$ cat src/rtl/alu_op_arbiter.sv
// alu_op_arbiter: shares one ALU among NUM_REQ requesters. One operation is in
// flight at a time: grant, drive the ALU for the command-dependent latency,
// capture result and flags, then hold a tagged response until it is accepted.
// Optional macro ALU_ARB_RR_EN selects round-robin arbitration; without it the
// lowest-index valid requester always wins and no pointer register exists.
module alu_op_arbiter #(
  parameter int NUM_REQ       = 4,
  parameter int OPERAND_WIDTH = 8,
  parameter int CMD_WIDTH     = 4
) (
  input  logic                             CLK,
  input  logic                             RST,
  input  logic [NUM_REQ-1:0]               req_valid,
  output logic [NUM_REQ-1:0]               req_ready,
  input  logic [NUM_REQ-1:0]               req_mode,
  input  logic [NUM_REQ-1:0]               req_cin,
  input  logic [NUM_REQ*CMD_WIDTH-1:0]     req_cmd,
  input  logic [2*NUM_REQ-1:0]             req_inp_valid,
  input  logic [NUM_REQ*OPERAND_WIDTH-1:0] req_opa,
  input  logic [NUM_REQ*OPERAND_WIDTH-1:0] req_opb,
  output logic                             alu_ce,
  output logic                             alu_mode,
  output logic                             alu_cin,
  output logic [CMD_WIDTH-1:0]             alu_cmd,
  output logic [1:0]                       alu_inp_valid,
  output logic [OPERAND_WIDTH-1:0]         alu_opa,
  output logic [OPERAND_WIDTH-1:0]         alu_opb,
  input  logic [2*OPERAND_WIDTH-1:0]       alu_res,
  input  logic                             alu_err,
  input  logic                             alu_oflow,
  input  logic                             alu_cout,
  input  logic                             alu_e,
  input  logic                             alu_g,
  input  logic                             alu_l,
  output logic                             rsp_valid,
  input  logic                             rsp_ready,
  output logic [$clog2(NUM_REQ)-1:0]       rsp_id,
  output logic [2*OPERAND_WIDTH-1:0]       rsp_res,
  output logic [5:0]                       rsp_flags
);

  localparam int ID_W = $clog2(NUM_REQ);

  typedef enum logic [2:0] {S_IDLE, S_ISSUE, S_EXEC, S_CAPT, S_RESP} state_t;

  state_t                   r_state;
  state_t                   w_next_state;
  logic                     w_any_valid;
  logic [ID_W-1:0]          w_grant_id;
  logic                     w_grant;
  logic                     w_is_mul;
  logic                     w_drive;
  logic                     r_exec_cnt;

  logic [ID_W-1:0]          r_op_id;
  logic                     r_op_mode;
  logic                     r_op_cin;
  logic [CMD_WIDTH-1:0]     r_op_cmd;
  logic [1:0]               r_op_iv;
  logic [OPERAND_WIDTH-1:0] r_op_opa;
  logic [OPERAND_WIDTH-1:0] r_op_opb;

`ifdef ALU_ARB_RR_EN
  logic [ID_W-1:0] r_rr_ptr;
  int              w_rr_idx;

  // Round-robin search beginning at the pointer, wrapping modulo NUM_REQ.
  // NOTE: every always_comb output gets a default first, so no path can leave it unassigned and infer a latch.
  always_comb begin
    w_any_valid = 1'b0;
    w_grant_id  = '0;
    w_rr_idx    = 0;
    for (int k = 0; k < NUM_REQ; k++) begin
      w_rr_idx = int'(r_rr_ptr) + k;
      if (w_rr_idx >= NUM_REQ) w_rr_idx = w_rr_idx - NUM_REQ;
      if (!w_any_valid && req_valid[ID_W'(w_rr_idx)]) begin
        w_any_valid = 1'b1;
        w_grant_id  = ID_W'(w_rr_idx);
      end
    end
  end

  // Pointer moves to the requester after the winner, only when a grant is made.
  always_ff @(posedge CLK or posedge RST) begin
    if (RST)          r_rr_ptr <= '0;
    else if (w_grant) r_rr_ptr <= (int'(w_grant_id) == NUM_REQ - 1) ? '0 : w_grant_id + 1'b1;
  end
`else
  // Fixed priority: scanning downward leaves the lowest-index valid requester.
  always_comb begin
    w_any_valid = 1'b0;
    w_grant_id  = '0;
    for (int k = NUM_REQ - 1; k >= 0; k--) begin
      if (req_valid[k]) begin
        w_any_valid = 1'b1;
        w_grant_id  = ID_W'(k);
      end
    end
  end
`endif

  assign w_grant  = (r_state == S_IDLE) && w_any_valid;
  assign w_is_mul = r_op_mode && ((r_op_cmd == CMD_WIDTH'(9)) || (r_op_cmd == CMD_WIDTH'(10)));
  assign w_drive  = (r_state == S_ISSUE) || (r_state == S_EXEC) || (r_state == S_CAPT);

  // State register.
  // NOTE: sequential state uses non-blocking (<=) so every flop updates from pre-edge values; RST clears asynchronously.
  always_ff @(posedge CLK or posedge RST) begin
    if (RST) r_state <= S_IDLE;
    else     r_state <= w_next_state;
  end

  // Next-state decode.
  always_comb begin
    w_next_state = r_state;
    case (r_state)
      S_IDLE:  if (w_grant) w_next_state = S_ISSUE;
      S_ISSUE: w_next_state = S_EXEC;
      S_EXEC:  if (r_exec_cnt == 1'b0) w_next_state = S_CAPT;
      S_CAPT:  w_next_state = S_RESP;
      S_RESP:  if (rsp_ready) w_next_state = S_IDLE;
      default: w_next_state = S_IDLE;
    endcase
  end

  // Op register: the granted requester's fields are sampled only in the grant cycle.
  always_ff @(posedge CLK or posedge RST) begin
    if (RST) begin
      r_op_id   <= '0;
      r_op_mode <= 1'b0;
      r_op_cin  <= 1'b0;
      r_op_cmd  <= '0;
      r_op_iv   <= '0;
      r_op_opa  <= '0;
      r_op_opb  <= '0;
    end else if (w_grant) begin
      r_op_id   <= w_grant_id;
      r_op_mode <= req_mode[w_grant_id];
      r_op_cin  <= req_cin[w_grant_id];
      r_op_cmd  <= req_cmd[w_grant_id*CMD_WIDTH +: CMD_WIDTH];
      r_op_iv   <= req_inp_valid[w_grant_id*2 +: 2];
      r_op_opa  <= req_opa[w_grant_id*OPERAND_WIDTH +: OPERAND_WIDTH];
      r_op_opb  <= req_opb[w_grant_id*OPERAND_WIDTH +: OPERAND_WIDTH];
    end
  end

  // Exec counter: one EXEC cycle for normal ops, two for multiplies.
  always_ff @(posedge CLK or posedge RST) begin
    if (RST)                                        r_exec_cnt <= 1'b0;
    else if (r_state == S_ISSUE)                    r_exec_cnt <= w_is_mul;
    else if (r_state == S_EXEC && r_exec_cnt != 0)  r_exec_cnt <= r_exec_cnt - 1'b1;
  end

  // Response registers: loaded in CAPT, held through RESP until accepted.
  always_ff @(posedge CLK or posedge RST) begin
    if (RST) begin
      rsp_id    <= '0;
      rsp_res   <= '0;
      rsp_flags <= '0;
    end else if (r_state == S_CAPT) begin
      rsp_id    <= r_op_id;
      rsp_res   <= alu_res;
      rsp_flags <= {alu_err, alu_oflow, alu_cout, alu_g, alu_l, alu_e};
    end
  end

  // ALU pins driven from the op register only while the op is being executed.
  always_comb begin
    alu_ce        = w_drive;
    alu_mode      = 1'b0;
    alu_cin       = 1'b0;
    alu_cmd       = '0;
    alu_inp_valid = '0;
    alu_opa       = '0;
    alu_opb       = '0;
    if (w_drive) begin
      alu_mode      = r_op_mode;
      alu_cin       = r_op_cin;
      alu_cmd       = r_op_cmd;
      alu_inp_valid = r_op_iv;
      alu_opa       = r_op_opa;
      alu_opb       = r_op_opb;
    end
  end

  // One-hot accept pulse in the grant cycle; suppressed while reset is held.
  always_comb begin
    req_ready = '0;
    if (w_grant && !RST) req_ready[w_grant_id] = 1'b1;
  end

  assign rsp_valid = (r_state == S_RESP);

endmodule

$ cat config.mk
export PLATFORM = sky130hd
export DESIGN_NAME = alu_op_arbiter
export DESIGN_NICKNAME = d
export VERILOG_FILES = /design/src/rtl/alu_op_arbiter.sv
export SDC_FILE = /design/constraint.sdc
export NUM_CORES = 1
export LEC_CHECK = 0
export ABC_AREA = 1
export CAP_MARGIN = 0
export CORE_ASPECT_RATIO = 0.8
export CORE_MARGIN = 2
export CORE_UTILIZATION = 40
export DETAILED_ROUTE_END_ITERATION = 8
export PLACE_DENSITY_LB_ADDON = 0.08
export SLEW_MARGIN = 20
export SYNTH_ARGS = -nofsm -noshare
export SYNTH_HDL_FRONTEND = slang
export SYNTH_SLANG_ARGS = --single-unit
export TNS_END_PERCENT = 30
$ cat constraint.sdc
create_clock -name CLK -period 5.2 [get_ports CLK]
set_input_delay 1.56 -clock CLK [delete_from_list [all_inputs] [get_ports CLK]]
set_output_delay 1.56 -clock CLK [all_outputs]
set_load 0.01 [all_outputs]
==> results <==
- The total area inside the core boundary comes to 8410 sq um.
- Global routing finished with a remaining overflow of 0.
- The number of buffers and inverters on the critical path is 3.
- The instance count after placement with tap cells included is 745.
- The kind of cell with the highest combined delay along the critical path is buffers and inverters.
- The number of antenna violations at the first check in global routing came to 0.
- The tool flagged a number of max-cap violations equal to 0.
- Routability-driven placement finished with a final weighted congestion of 0.806.
- The analysis attributes to cell leakage a power of 2.62 nW.
- The setup TNS is 0 ns.
- The final number of max-transition violations is 0.
- The area growth from synthesis to layout is 56.7%.
- Once detail routing completed, the nets flagged for antenna violations numbered 0.
- The detail-routed net length per standard cell is 14.3 microns.
- The final instance area is 5370 sq um.
- Setup repair after global routing left no endpoint under its margin.
- The clock input transition at the sequential cells of the worst setup and hold paths is 0.10 ns.
- TritonCTS created 5 clock buffers.
- STA puts the critical path data arrival time at 3.33 ns.
- A synthesized cell averages 7.25 sq um.
- The slowest cell on the critical path is clkdlybuf4s50_1.
- For this configuration, the core starts out at a cell density of 40.7%.
- The synthesized netlist occupies a cell area of 3420 sq um.
- Counting flops and latches in the post-synthesis netlist gives 54.
- Entering global routing, the biggest net connects 55 pins.
- The clock tree from TritonCTS is yes.
- The cell type contributing the most total cell area after synthesis is dfrtp_1.
- The die span in y is 86.7 microns.
- The die covers 9320 sq um.
- Synthesis produced a netlist whose cell count is 472.
- The global-route wire length before repair is 17.4 mm.
- Setup violations remaining at the end of the flow were counted as 0.
- The startpoint kind of the worst setup timing path is a primary input.
- Dividing total power by cell area gives a power density of 471 nW/um^2.
- The count of clock tree sinks is 54.
- The routed length on met2 is 5.21 mm.
- Walking the worst path, the cells encountered are clkdlybuf4s50_1, nor2_1, nand2_1, nand2_2, inv_2, nand2_1, nor3_1, clkdlybuf4s50_1.
- The critical path is of the in2out type.
- The number of hold buffers added after cts is 0.
- In this run the horizontal extent of the chip is 107 microns.
- Global routing used 23.4% of the available tracks across all layers.
- During synthesis, Yosys emitted a total of 0 warnings.
- Cells with a size suffix above 1 make up 9.67% of the layout.
- The average via count per standard cell is 4.89.
- Signal routing reaches up to met4.
- In the detailed route, the total length drawn on met3 is 780 microns.
- The minimum clock period is 4.89 ns.
- The total power after layout is 2.53 mW.
- The top-area cell type share of the netlist area is 39.5%.
- The via count of the first global-routing pass is 3666.
- The wire length on met1 is 4.70 mm.
- The worst-case clock buffer depth is 2.
- Clock tree synthesis selected as its root buffer the cell clkbuf_8.
- OpenSTA, run right after detailed placement, puts the worst setup slack at 0.317 ns.
- The worst ir drop on vdd is 0.261 mV.
- The instance area after placement is 5270 sq um.
- The worst-skew pair later-pin latency is 0.30 ns.
- The floorplan has 30 rows.
- The type of element capturing the critical path is an output pin.
- Timing would allow up to 0.204 GHz.
- The sequential share of the synthesized area is 39.5%.
- The worst setup margin is 0.308 ns.
- Input and output buffers added on the ports amount to 178.
- The detailed placement HPWL is 7.85 mm.
- For this run, the post-layout net count is 765.
- The hold violation total from the final report is 0.
- The maximum single-stage delay on the critical path is 0.64 ns.
- The initial detailed-routing violation count is 206.
- Ranked by total cell area, the synthesized netlist is headed by dfrtp_1 39%, nand3_1 18%, nor2_1 8.8%.
- The worst slew slack as a fraction of its limit is 37.0%.
- The number of DRC violations after detailed routing is 0.
- The antenna diode count is 0.
- The count of TritonRoute iterations in the first routing pass is 5.
- On the final layout, the worst clock skew is 0.00465 ns.
- The synthesized netlist contains 24 unique library cells.
- For this block, the via count after detailed routing is 3679.
- The part of the cycle the worst path needs is 94.1%.
- The count of non-filler cells in the finished layout is 753.
- Of all nets on the critical path, the largest fanout is 5.
- The overall routed net length is 10.7 mm.
- After clock tree synthesis, the repair step resized 0 gates.
- In the layout the commonest cells are 178 x clkdlybuf4s50_1, 125 x nand3_1, 80 x nor2_1.
- The tightest hold path in the finished design has a slack of 0.503 ns.
- Counting every net in the synthesized netlist gives 597.
- The pin slew with the least headroom to its limit is 0.943 ns.
- The required time of the worst setup path is 3.64 ns.
- The number of levels in the clock H-tree is 2.
- The library cell used most frequently in the layout, excluding fill and tap cells, is clkdlybuf4s50_1.
- Once layout is complete, the utilization of the core stands at 63.8%.
- The flow ran to the end, and the final reports show no timing, DRC or antenna violations.
- The number of top-level pins is 179.
- In this run the post-CTS setup repair buffer count came out at 0.
- The class of the worst hold path is reg2reg.
state kept, by name (all words and copies together) (netlist names), 2 cells and up:
name,flops
rsp_id,2
rsp_res,16
r_op_iv,2
rsp_flags,6
r_op_opa,8
r_op_opb,8
r_op_cmd,4
r_state,3
r_op_id,2
power by group:
| group | switching, mW | leakage [nW] | internal [mW] |
|---|---|---|---|
| clock network | 0.140 | 0.0478 | 0.110 |
| registers | 0.115 | 0.623 | 0.634 |
| logic | 0.717 | 1.95 | 0.814 |
| total | 0.972 | 2.62 | 1.56 |
Yosys cell counts:
master and number:
a21oi_1 21, a21oi_2 3, buf_1 4, buf_2 14, buf_4 5, buf_6 4, clkbuf_1 2, clkbuf_2 1
dfrtp_1 54, inv_1 78, inv_2 6, mux2_2 24, nand2_1 36, nand2_2 1, nand3_1 125, nand3_2 2
nand4_1 1, nor2_1 80, nor2_4 2, nor3_1 3, o21ai_0 2, o21ai_1 2, o21ai_4 1, o31ai_1 1
path summary, 6_finish.rpt:
path	startpoint	endpoint	slack, ns	cells past startpoint
setup / recovery	req_valid[3]	req_ready[2]	0.31	8
hold / removal	r_op_id[0]	r_op_id[0]	0.50	2
setup reg to reg	r_state[1]	rsp_res[9]	3.60	2
hold reg to reg	r_op_id[0]	r_op_id[0]	0.50	2
max in group asynchronous	RST	r_op_cmd[2]	2.92	3
min in group asynchronous	RST	rsp_flags[5]	1.82	3
cell families after synthesis:
group                  share of synthesized area [%]
and+or+nand+nor                                 33.0
buffers and inverters                           14.5
DFF                                             39.5
AOI/OAI and AO/OA                               5.12
muxes                                           7.89
per-layer routing:
metal	up-vias	track usage, %
met5	-	0
met4	0	4.78
met3	4	4.81
met2	149	40.0
met1	1693	31.0
li1	1833	-
layout make-up:
type	count	area, sq um
Fill cell	773	3040
Timing Repair Buffer	191	1880
Multi-Input combinational cell	304	1580
Sequential cell	54	1350
Inverter	84	315
Tap cell	112	140
Clock buffer	6	82.6
Clock inverter	2	16.3
worst reg2reg max path, cell delays in order, from the launching register on:
cell     delay [ns]
dfrtp_1        0.48
nand3_2        0.54
mux2_2         0.49
Note: power is estimated with default switching activity, not from simulation.
